<file path="src/rtl/mult_datapath_if.sv">
// Command/status bundle between the multiplier control unit (master)
// and the shift-add multiplier datapath (slave).
interface mult_datapath_if #(
  parameter int WIDTH = 8
);
  localparam int SCW = $clog2(WIDTH + 1);

  logic                 load;
  logic                 enable;
  logic [WIDTH-1:0]     multiplicand_in;
  logic [WIDTH-1:0]     multiplier_in;
  logic [2*WIDTH-1:0]   product;
  logic                 z_flag;
  logic                 b0;
  logic                 busy;
  logic                 done;
  logic [SCW-1:0]       step_count;

  modport master (
    output load, enable, multiplicand_in, multiplier_in,
    input  product, z_flag, b0, busy, done, step_count
  );

  modport slave (
    input  load, enable, multiplicand_in, multiplier_in,
    output product, z_flag, b0, busy, done, step_count
  );
endinterface

</file>
<file path="src/rtl/mult_datapath.sv">
// Signed shift-add multiplier datapath. Operands are reduced to magnitudes
// on load, one shift-add step is taken per enabled cycle, and the sign is
// reapplied when the multiplier register empties.
module mult_datapath #(
  parameter int WIDTH = 8
) (
  input logic            clk,
  input logic            reset,
  mult_datapath_if.slave bus
);
  localparam int PW  = 2 * WIDTH;
  localparam int SCW = $clog2(WIDTH + 1);

  typedef enum logic [1:0] {IDLE, RUN, DONE} state_t;

  state_t           state_q,   state_d;
  logic [PW-1:0]    mcand_q,   mcand_d;
  logic [PW-1:0]    acc_q,     acc_d;
  logic [PW-1:0]    product_q, product_d;
  logic [WIDTH-1:0] mplier_q,  mplier_d;
  logic             sign_q,    sign_d;
  logic [SCW-1:0]   step_q,    step_d;
  logic             done_q,    done_d;
  logic             z_w;

  // Two's-complement magnitude; the most negative value maps to 2^(WIDTH-1),
  // which still fits as an unsigned WIDTH-bit number.
  function automatic logic [WIDTH-1:0] magnitude(input logic [WIDTH-1:0] x);
    magnitude = x[WIDTH-1] ? (~x + WIDTH'(1)) : x;
  endfunction

  assign z_w = (mplier_q == '0);

  // Next-state and datapath update; load overrides everything else.
  always_comb begin
    state_d   = state_q;
    mcand_d   = mcand_q;
    acc_d     = acc_q;
    product_d = product_q;
    mplier_d  = mplier_q;
    sign_d    = sign_q;
    step_d    = step_q;
    done_d    = 1'b0;
    if (bus.load) begin
      mcand_d  = {{WIDTH{1'b0}}, magnitude(bus.multiplicand_in)};
      mplier_d = magnitude(bus.multiplier_in);
      acc_d    = '0;
      sign_d   = bus.multiplicand_in[WIDTH-1] ^ bus.multiplier_in[WIDTH-1];
      step_d   = '0;
      state_d  = RUN;
    end else begin
      case (state_q)
        RUN: begin
          if (z_w) begin
            // Finalize regardless of enable: no multiplier bits remain.
            product_d = sign_q ? (~acc_q + PW'(1)) : acc_q;
            state_d   = DONE;
            done_d    = 1'b1;
          end else if (bus.enable) begin
            if (mplier_q[0]) acc_d = acc_q + mcand_q;
            mcand_d  = mcand_q << 1;
            mplier_d = mplier_q >> 1;
            step_d   = step_q + SCW'(1);
          end
        end
        default: ;  // IDLE and DONE hold until the next load
      endcase
    end
  end

  // State and datapath registers, cleared asynchronously.
  always_ff @(posedge clk or posedge reset) begin
    if (reset) begin
      state_q   <= IDLE;
      mcand_q   <= '0;
      acc_q     <= '0;
      product_q <= '0;
      mplier_q  <= '0;
      sign_q    <= 1'b0;
      step_q    <= '0;
      done_q    <= 1'b0;
    end else begin
      state_q   <= state_d;
      mcand_q   <= mcand_d;
      acc_q     <= acc_d;
      product_q <= product_d;
      mplier_q  <= mplier_d;
      sign_q    <= sign_d;
      step_q    <= step_d;
      done_q    <= done_d;
    end
  end

  assign bus.product    = product_q;
  assign bus.z_flag     = z_w;
  assign bus.b0         = mplier_q[0];
  assign bus.busy       = (state_q == RUN);
  assign bus.done       = done_q;
  assign bus.step_count = step_q;
endmodule
</file>
<file path="src/flat_wrapper.sv">
// flat-port wrapper written by rule: the top's interface ports become plain ports
module mult_datapath_flat 
#(
  parameter int WIDTH = 8
)
  (clk, reset, bus_load, bus_enable, bus_multiplicand_in, bus_multiplier_in, bus_product, bus_z_flag, bus_b0, bus_busy, bus_done, bus_step_count);
  mult_datapath_if #(.WIDTH(WIDTH)) bus_i ();
  input logic clk;
  input logic reset;
  input wire logic [$bits(bus_i.load)-1:0] bus_load;
  input wire logic [$bits(bus_i.enable)-1:0] bus_enable;
  input wire logic [$bits(bus_i.multiplicand_in)-1:0] bus_multiplicand_in;
  input wire logic [$bits(bus_i.multiplier_in)-1:0] bus_multiplier_in;
  output wire logic [$bits(bus_i.product)-1:0] bus_product;
  output wire logic [$bits(bus_i.z_flag)-1:0] bus_z_flag;
  output wire logic [$bits(bus_i.b0)-1:0] bus_b0;
  output wire logic [$bits(bus_i.busy)-1:0] bus_busy;
  output wire logic [$bits(bus_i.done)-1:0] bus_done;
  output wire logic [$bits(bus_i.step_count)-1:0] bus_step_count;
  assign bus_i.load = bus_load;
  assign bus_i.enable = bus_enable;
  assign bus_i.multiplicand_in = bus_multiplicand_in;
  assign bus_i.multiplier_in = bus_multiplier_in;
  assign bus_product = bus_i.product;
  assign bus_z_flag = bus_i.z_flag;
  assign bus_b0 = bus_i.b0;
  assign bus_busy = bus_i.busy;
  assign bus_done = bus_i.done;
  assign bus_step_count = bus_i.step_count;
  mult_datapath #(.WIDTH(WIDTH)) u_core (.clk(clk), .reset(reset), .bus(bus_i));
endmodule
</file>
<file path="config.mk">
export PLATFORM = sky130hd
export DESIGN_NAME = mult_datapath_flat
export DESIGN_NICKNAME = d
export VERILOG_FILES = /design/src/rtl/mult_datapath_if.sv /design/src/rtl/mult_datapath.sv /design/src/flat_wrapper.sv
export SDC_FILE = /design/constraint.sdc
export NUM_CORES = 1
export LEC_CHECK = 0
export BUFFER_PORTS_ARGS = -buffer_cell sky130_fd_sc_hd__clkbuf_2
export CAP_MARGIN = 10
export CORE_MARGIN = 3
export CORE_UTILIZATION = 65
export CTS_BUF_LIST = sky130_fd_sc_hd__clkbuf_8
export DETAILED_ROUTE_END_ITERATION = 10
export PLACE_DENSITY = 0.87
export REMOVE_ABC_BUFFERS = 1
export SLEW_MARGIN = 15
export SYNTH_ARGS = -nofsm -noshare
export SYNTH_HDL_FRONTEND = slang
export SYNTH_SLANG_ARGS = --single-unit
</file>
<file path="constraint.sdc">
create_clock -name clk -period 3.8 [get_ports clk]
set_clock_uncertainty 0.05 [all_clocks]
set_input_delay 0 -clock clk [delete_from_list [all_inputs] [get_ports clk]]
set_output_delay 0 -clock clk [all_outputs]
set_load 0.005 [all_outputs]
</file>
==> results of run 1 <==
[power by group]
part	leakage, nW	internal (mW)	switching (mW)
Combinational	1.20	0.202	0.247
Clock	0.0952	0.302	0.282
Sequential	0.850	0.768	0.0702
[worst paths after layout]
check                                        from                endpoint  cells past startpoint  slack (ns)
setup / recovery                  u_core.acc_q[0]        u_core.acc_q[12]                     10        1.35
hold / removal             bus_multiplicand_in[7]           u_core.sign_q                      3      -0.004
setup reg to reg                  u_core.acc_q[0]        u_core.acc_q[12]                     10        1.35
hold reg to reg             u_core.bus.product[9]   u_core.bus.product[9]                      2        0.43
max in group asynchronous                   reset  u_core.bus.product[14]                      4        2.83
min in group asynchronous                   reset         u_core.acc_q[0]                      4        0.37
[metal layers]
metal	GRT usage [%]	wire, um	vias up
met5	0	0	-
met4	9.150	109	0
met3	6.182	421	13
met2	45.67	4085	98
met1	33.33	3547	1518
li1	-	-	1592
[layout make-up]
class	instances	area, um2	share of cell area [%]
multi-input combinational	326	2072	47.10
sequential	64	1602	36.41
timing repair buffer	61	390.4	8.874
clock buffer	9	123.9	2.816
tap	72	90.09	2.048
clock inverter	7	72.57	1.650
inverter	13	48.80	1.109
[flip-flops by register name, indices dropped and copies added, names as in the netlist]
signal                 count
u_core.bus.done            1
u_core.sign_q              1
u_core.mplier_q            8
u_core.bus.product        16
u_core.acc_q              16
u_core.bus.step_count      4
u_core.mcand_q            16
u_core.state_q             2
[placed cells by master (no fill, tap or decap), types with 4 or more instances in the layout]
cell type	synthesis	layout
nand2_1	80	80
dfrtp_1	64	64
o21ai_0	51	51
clkbuf_2	0	43
xor2_1	23	23
a21oi_1	22	22
nor2_1	20	20
ha_1	19	19
mux2i_1	16	16
dlygate4sd3_1	0	16
xnor2_1	15	15
inv_1	13	12
clkbuf_8	3	9
nand2b_1	7	7
o31ai_1	7	7
nor2b_1	5	5
o41ai_1	4	4
nor4_1	4	4
nand3_1	4	4
a21o_1	4	4
a31oi_1	4	4
o21ai_1	4	4
[cell families (layout without fill, tap and decap cells)]
kind of cell	Yosys count	in the layout
fa+ha+maj	20	20
buf+inv	29	90
simple gates	136	136
xor+xnor	38	38
compound gates	116	116
mux	16	16
flops	64	64
[critical path, stage by stage, from the launching register on]
cell      delay [ns]
dfrtp_1         0.43
ha_1            0.25
inv_1           0.08
fa_1            0.21
nor2b_1         0.07
o21a_1          0.18
o21ai_0         0.26
a21oi_1         0.15
a211oi_1        0.33
xor2_1          0.20
o21ai_0         0.10
==> run metrics, run 1 <==
run status=complete, but fails checks; failing checks=negative hold slack; pwr dens=425.4 mW/mm2; share of layout cells above drive strength 1=14.79%; # DRC=0; Final ANT Viol Nets=0; CP max FO=5; largest family of logic cells by synthesized area=compound AO/OA/AOI/OAI gates; XOR/XNOR Fraction of Synth Area=8.721%; f_max=0.4080 GHz; Lkg Pwr=2.149 nW; Async SR Flop Fraction=100.0%; Post-synth EDFFs=0; layout net count=515; total CTS buffers=9; Cell Area, Synth=0.003816 mm2; Final Max Tran Viols=0; max cap viols=0; mux contribution to synthesized area=4.197%; PostCTS Resize Cnt=0; First-pass DRT Iterations=5; Clock Latency Late Sink=0.35 ns; starting density of the core=68.05%; # rows=27; non-filler instance count after layout=552; post-route setup TNS=0 ns; slew at the pin with the worst max-slew slack=1.038 ns; simple-gate share of the synthesized area=15.87%; min Tclk post-route=2.451 ns; Die ar.=0.006826 mm2; aggregate global-route resource usage=26.78%; core area=0.005608 mm2; Worst EP arrival=2.61 ns; Hold-fix buffers, CTS=16; H-Tree Depth=3; final core utilization=78.45%; sequential fraction of the synthesis area=41.97%; synth cell count leaders=nand2_1 (80), dfrtp_1 (64), o21ai_0 (51), xor2_1 (23), a21oi_1 (22); placed cell area=0.004043 mm2; Clock transition at path regs=0.07 ns; hold crit path type=in -> reg; Final Cycle Share=64.51%; Root Buffer=clkbuf_8; Synth Warn #=0; clock sink count=64; gr ovfl total=0; most common flop cell mapped by yosys=dfrtp_1; final setup fails=0; Yosys reg bits=64; ant diodes=0; RSZ-0062 raised after global routing=false; max_slew headroom=30.59%; first-pass GRT wire length=13,800 um; clock buffer depth=2; CTS tree=done; adder and majority gate portion of the synthesized area=6.754%; startpoint types=flop; Mean Syn Cell Area=9.108 um2; DP Cell Count=520; DPL Wire Length=5572 um; drt total wl=8163 um; WS Path Type=reg -> reg; synth top area cells=dfrtp_1 (42%), nand2_1 (7.9%), o21ai_0 (6.7%); Die W=82.62 um; Synth Instances=419; WHS=-0.003645 ns; area delta synth->final=15.28%; Compound-Gate Fraction of Synth Area=18.75%; post-layout power=1.871 mW; top cell type's share of synthesized area=41.97%; I/O Buffers=43; drt initial violations=244; CP endpoint kind=flop; maximum number of pins on one net before global-route repair=65; post-synthesis cell type count=50; Die Y=82.62 um; Worst EP required=3.96 ns; fillers=384; number of global-route vias before repair=3,087; Worst VDD drop=221.2 uV; DR vias=3,221; postcts setup bufs=0; # IOs=44; gpl congestion=1.003; Routed wire per std cell=14.79 um; initial antenna violation count=0; Vias/cell=5.835; Hold Fails Final Rpt=1; leading area contributor after synthesis=dfrtp_1; setup ws final=1.349 ns; most frequent cell after synthesis=nand2_1; final instance area=0.004399 mm2; pre-CTS setup slack=1.440 ns
Power figures use the tool's default switching activity.
==> run 2, diff against run 1 <==
--- a/config.mk
+++ b/config.mk
@@ -8,10 +8,10 @@
 export BUFFER_PORTS_ARGS = -buffer_cell sky130_fd_sc_hd__clkbuf_2
 export CAP_MARGIN = 10
 export CORE_MARGIN = 3
-export CORE_UTILIZATION = 65
+export CORE_UTILIZATION = 55
 export CTS_BUF_LIST = sky130_fd_sc_hd__clkbuf_8
 export DETAILED_ROUTE_END_ITERATION = 10
-export PLACE_DENSITY = 0.87
+export PLACE_DENSITY = 0.79
 export REMOVE_ABC_BUFFERS = 1
 export SLEW_MARGIN = 15
 export SYNTH_ARGS = -nofsm -noshare
==> constraint.sdc (replaced) <==
create_clock -name clk -period 2.19 [get_ports clk]
set_clock_uncertainty 0.05 [all_clocks]
set_input_delay 0 -clock clk [delete_from_list [all_inputs] [get_ports clk]]
set_output_delay 0 -clock clk [all_outputs]
set_load 0.005 [all_outputs]
==> run 2 against run 1 <==
The run ends with negative setup slack left. Core utilization is 4.1 points lower. Hold slack better by 0.016 ns. Sequential share of layout area is 3.4 points lower. Design area increased by 10%. Clock power rose by 90%. Global-route usage fell by 3.8 points. Fmax up 10%. Sequential cell count stayed put. Non-clock buffer count grew 35. Register-to-register slack worse by 1.4 ns. Final cell count grew 7.2%. Sequential power is 73% higher.
==> run metrics, run 2 (synthesis results as in run 1) <==
number of global-route vias before repair=3,064 (was 3,087); run status=complete, but fails checks (unchanged); pwr dens=709.8 mW/mm2 (was 425.4 mW/mm2); pre-CTS setup slack=-0.1203 ns (was 1.440 ns); slew at the pin with the worst max-slew slack=0.7923 ns (was 1.038 ns); max_slew headroom=47.18% (was 30.59%); Hold Fails Final Rpt=0 (was 1); # IOs=44 (unchanged); Die W=89.30 um (was 82.62 um); cell chain of the critical path=ha_2 -> inv_2 -> fa_2 -> nor2b_2 -> o21ai_2 -> a21oi_2 -> o41a_1 -> a31oi_1 -> xor2_1 -> o21ai_1 (was ha_1 -> inv_1 -> fa_1 -> nor2b_1 -> o21a_1 -> o21ai_0 -> a21oi_1 -> a211oi_1 -> xor2_1 -> o21ai_0); ant diodes=0 (unchanged); H-Tree Depth=3 (unchanged); max cap viols=0 (unchanged); WS Path Type=reg -> reg (unchanged); RSZ-0062 raised after global routing=true (was false); DR vias=3,336 (was 3,221); final core utilization=74.35% (was 78.45%); Root Buffer=clkbuf_8 (unchanged); area delta synth->final=27.25% (was 15.28%); commonest non-fill, non-tap cell in the layout=nand2_1 (unchanged); CTS tree=done (unchanged); Worst Path Buf+Inv=1 (unchanged); peak per-stage delay on the critical path=0.40 ns (was 0.43 ns); First-pass DRT Iterations=4 (was 5); Final Max Tran Viols=0 (unchanged); layout net count=550 (was 515); WHS=0.01239 ns (was -0.003645 ns); CP endpoint kind=flop (unchanged); hold crit path type=in -> reg (unchanged); Clock Latency Late Sink=0.34 ns (was 0.35 ns); Vias/cell=5.635 (was 5.835); Final ANT Viol Nets=0 (unchanged); Final Cycle Share=101.6% (was 64.51%); f_max=0.4496 GHz (was 0.4080 GHz); I/O Buffers=43 (unchanged); total CTS buffers=9 (unchanged); clock buffer depth=2 (unchanged); clock sink count=64 (unchanged); startpoint types=flop (unchanged); share of layout cells above drive strength 1=25.83% (was 14.79%); gr ovfl total=0 (unchanged); Routed wire per std cell=15.03 um (was 14.79 um); drt initial violations=188 (was 244); Worst EP required=2.36 ns (was 3.96 ns); # DRC=0 (unchanged); DP Cell Count=554 (was 520); Clock transition at path regs=0.07 ns (about the same); failing checks=negative setup slack (was negative hold slack); commonest non-fill, non-tap cells in the layout=nand2_1 (80), dfrtp_1 (64), o21ai_0 (47) (was nand2_1 (80), dfrtp_1 (64), o21ai_0 (51)); slowest CP cell=o41a_1 (was dfrtp_1); setup ws final=-0.03416 ns (was 1.349 ns); Largest delay share family, worst path=compound AO/OA/AOI/OAI gates (unchanged); starting density of the core=58.43% (was 68.05%); # rows=29 (was 27); core area=0.006531 mm2 (was 0.005608 mm2); final setup fails=4 (was 0); Die ar.=0.007974 mm2 (was 0.006826 mm2); maximum number of pins on one net before global-route repair=65 (unchanged); Lkg Pwr=2.305 nW (was 2.149 nW); Worst VDD drop=506.8 uV (was 221.2 uV); gpl congestion=0.9739 (was 1.003); initial antenna violation count=0 (unchanged); first-pass GRT wire length=14,130 um (was 13,800 um); non-filler instance count after layout=592 (was 552); min Tclk post-route=2.224 ns (was 2.451 ns); Die Y=89.30 um (was 82.62 um); drt total wl=8900 um (was 8163 um); aggregate global-route resource usage=22.99% (was 26.78%); CP max FO=2 (was 5); fillers=475 (was 384); DPL Wire Length=6011 um (was 5572 um); Worst EP arrival=2.39 ns (was 2.61 ns)
==> run 2: metrics by stage <==
stage / TNS, ns / area [um2] / power [mW]
global placement: 0 / 4267 / 2.235
finish: -0.07999 / 4856 / 3.447
global route: -0.5695 / 4856 / 3.681
CTS: -0.02383 / 4681 / 3.420
detailed placement: -0.2394 / 4267 / 2.277
floorplan: 0 / 3722 / 1.959
==> run 2: where the power goes <==
group          internal (mW)  switching, mW  leakage [nW]
Combinational          0.413          0.469          1.35
Clock                  0.639          0.474         0.101
Sequential              1.33          0.118         0.850
==> run 2: routing by layer <==
layer	global-route usage [%]	part of all wire, %	wire, um	up-vias
met5	0	0	0	-
met4	8.525	2.3	204	0
met3	4.516	4.1	361	18
met2	38.31	49	4402	99
met1	29.65	44	3931	1563
li1	-	-	-	1656
==> run 2: layout make-up <==
cell class              count  area (um2)  area share (%)
repair buffers             96       655.6           13.50
clock inverters             7       96.34           1.984
inverters                  13       48.80           1.005
multi-input cells         326        2233           45.99
clock buffers               9       123.9           2.551
flip-flops and latches     64        1602           32.98
well taps                  77       96.34           1.984
==> run 2: worst paths after layout <==
| path | start | cells after the start | to | slack [ns] |
|---|---|---|---|---|
| min | bus_multiplicand_in[7] | 3 | u_core.sign_q | 0.01 |
| min reg2reg | u_core.bus.product[10] | 2 | u_core.bus.product[10] | 0.43 |
| max | u_core.acc_q[0] | 10 | u_core.acc_q[10] | -0.03 |
| max in group asynchronous | reset | 4 | u_core.acc_q[13] | 1.21 |
| min in group asynchronous | reset | 4 | u_core.sign_q | 0.36 |
| max reg2reg | u_core.acc_q[0] | 10 | u_core.acc_q[10] | -0.03 |
==> run 2: repair_timing <==
action,in CTS,in global routing
gates cloned,0,0
gates resized for setup,4,29
hold endpoints to repair,81,0
pin swaps,3,12
endpoints found under the setup margin,5,6
hold buffers,17,0
setup buffers,0,5
==> run 2: tightest hold or removal path, delay by kind of cell <==
family / cells / cell delay (ns)
buf+inv: 1 / 0.16
xor+xnor: 1 / 0.15
compound gates: 1 / 0.06
==> run 3, diff against run 2 <==
--- a/config.mk
+++ b/config.mk
@@ -13,7 +13,8 @@
 export DETAILED_ROUTE_END_ITERATION = 10
 export PLACE_DENSITY = 0.79
 export REMOVE_ABC_BUFFERS = 1
-export SLEW_MARGIN = 15
+export SETUP_SLACK_MARGIN = 0.3
+export SLEW_MARGIN = 20
 export SYNTH_ARGS = -nofsm -noshare
 export SYNTH_HDL_FRONTEND = slang
 export SYNTH_SLANG_ARGS = --single-unit
==> run 3 against run 2 <==
The run still ends with negative setup slack left. Power increased by 6.7%. Largest power group unchanged. Final cell count increased by 3.0%. Non-clock buffer count increased by 18. Hold slack got worse by 0.0092 ns. Clock power about the same. Fmax decreased by 3.3%. Combinational power increased by 21%. Global-route usage increased by 3.3 points.
==> run metrics, run 3 (synthesis results as in run 1) <==
RSZ-0062 raised after global routing=true (unchanged); First-pass DRT Iterations=8 (was 4); DR vias=3,673 (was 3,336); drt initial violations=370 (was 188); # rows=29 (unchanged); pre-CTS setup slack=-0.1203 ns (unchanged); Worst Path Buf+Inv=0 (was 1); f_max=0.4349 GHz (was 0.4496 GHz); H-Tree Depth=3 (unchanged); area delta synth->final=37.54% (was 27.25%); WS Path Type=reg -> reg (unchanged); startpoint types=flop (unchanged); Final Max Tran Viols=0 (unchanged); final setup fails=6 (was 4); cell chain of the critical path=ha_1 -> o21ai_2 -> a21boi_2 -> and3_4 -> a31oi_2 -> xor2_1 -> or3_1 -> a21oi_1 (was ha_2 -> inv_2 -> fa_2 -> nor2b_2 -> o21ai_2 -> a21oi_2 -> o41a_1 -> a31oi_1 -> xor2_1 -> o21ai_1); Lkg Pwr=2.448 nW (was 2.305 nW); met2 GRT Util=44.94% (was 38.31%); gr ovfl total=0 (unchanged); starting density of the core=58.43% (unchanged); Root Buffer=clkbuf_8 (unchanged); slew at the pin with the worst max-slew slack=0.8072 ns (was 0.7923 ns); GRT met3 Usage=6.083% (was 4.516%); CP max FO=3 (was 2); commonest non-fill, non-tap cell in the layout=nand2_1 (unchanged); gpl congestion=0.9739 (unchanged); share of layout cells above drive strength 1=34.15% (was 25.83%); Routed wire per std cell=18.29 um (was 15.03 um); DP Cell Count=554 (unchanged); Die Y=89.30 um (unchanged); first-pass GRT wire length=15,970 um (was 14,130 um); Die ar.=0.007974 mm2 (unchanged); run status=complete, but fails checks (unchanged); layout net count=568 (was 550); post-route setup TNS=-0.3348 ns (was -0.07999 ns); # IOs=44 (unchanged); slowest CP cell=dfrtp_1 (was o41a_1); Top Usage Layer GRT=met2 (unchanged); GR Util met1=31.43% (was 29.65%); clock buffer depth=2 (unchanged); setup ws final=-0.1096 ns (was -0.03416 ns); DPL Wire Length=6011 um (unchanged); peak per-stage delay on the critical path=0.43 ns (was 0.40 ns); ant diodes=0 (unchanged); Clock Latency Late Sink=0.35 ns (was 0.34 ns); core area=0.006531 mm2 (unchanged); Clock transition at path regs=0.08 ns (was 0.07 ns); Final ANT Viol Nets=0 (unchanged); maximum number of pins on one net before global-route repair=65 (unchanged); aggregate global-route resource usage=26.24% (was 22.99%); # DRC=0 (unchanged); Final Cycle Share=105.0% (was 101.6%); Die W=89.30 um (unchanged); drt total wl=11,160 um (was 8900 um); non-filler instance count after layout=610 (was 592); clock sink count=64 (unchanged); failing checks=negative setup slack (unchanged); number of global-route vias before repair=3,415 (was 3,064); initial antenna violation count=0 (unchanged); Worst VDD drop=512.7 uV (was 506.8 uV); Largest delay share family, worst path=compound AO/OA/AOI/OAI gates (unchanged); I/O Buffers=43 (unchanged); Hold Fails Final Rpt=0 (unchanged); final core utilization=80.36% (was 74.35%); Worst EP arrival=2.52 ns (was 2.39 ns); min Tclk post-route=2.300 ns (was 2.224 ns); post-layout power=3.679 mW (was 3.447 mW); commonest non-fill, non-tap cells in the layout=nand2_1 (79), dfrtp_1 (62), buf_4 (47) (was nand2_1 (80), dfrtp_1 (64), o21ai_0 (47)); pwr dens=700.8 mW/mm2 (was 709.8 mW/mm2); Worst EP required=2.41 ns (was 2.36 ns); Vias/cell=6.021 (was 5.635); CTS tree=done (unchanged); setup slack, reg-to-reg=-0.11 ns (was -0.03 ns); max_slew headroom=46.18% (was 47.18%); hold crit path type=in -> reg (unchanged); CP endpoint kind=flop (unchanged); max cap viols=0 (unchanged); total CTS buffers=9 (unchanged)
[run 3: area by class of cell]
class                           instances  area, um2
Sequential cell                        64       1604
Fill cell                             390       1282
Timing Repair Buffer                  114      817.0
Clock inverter                          7      96.34
Inverter                               13      48.80
Clock buffer                            9      123.9
Tap cell                               77      96.34
Multi-Input combinational cell        326       2462
[run 3: final timing paths]
kind	from	end	depth (start not counted)
max	u_core.acc_q[5]	u_core.acc_q[15]	8
min	bus_multiplicand_in[7]	u_core.sign_q	3
max reg2reg	u_core.acc_q[5]	u_core.acc_q[15]	8
min reg2reg	u_core.bus.product[1]	u_core.bus.product[1]	2
max in group asynchronous	reset	u_core.acc_q[1]	4
min in group asynchronous	reset	u_core.sign_q	4
[run 3: worst register-to-register path, stage by stage (launching register included)]
cell and delay [ns]:
dfrtp_1 0.43, ha_1 0.40, o21ai_2 0.23, a21boi_2 0.10, and3_4 0.21, a31oi_2 0.21
xor2_1 0.12, or3_1 0.33, a21oi_1 0.15
[run 3: what timing repair did]
| item | in CTS | in global routing |
|---|---|---|
| endpoints found under the setup margin | 15 | 40 |
| pin swaps | 24 | 32 |
| hold buffers | 17 | 0 |
| gates resized for setup | 52 | 43 |
| buffers inserted | 13 | 10 |
| hold endpoints to repair | 81 | 0 |
| cloned | 0 | 0 |
[run 3: through the flow]
stage | hold slack (ns) | cell area, um2
final | 0.003213 | 5249
after global routing | 0.03693 | 5249
after CTS | 0.005153 | 4951
after detailed placement | 0.1904 | 4267
after global placement | 0.1790 | 4267
after floorplan | 0.01314 | 3722
[run 3: power breakdown]
group          leakage [nW]  internal [mW]  total [mW]  switching [mW]
Combinational          1.50          0.509        1.07           0.560
Sequential            0.847           1.33        1.47           0.137
Clock                 0.101          0.640        1.14           0.500
[run 3: metal layers]
layer  vias to the layer above  share of wire (%)  wire length (um)
met5                         -                  0                 0
met4                         0                4.4               490
met3                        57                7.2               805
met2                       180                 51              5665
met1                      1750                 38              4197
li1                       1686                  -                 -
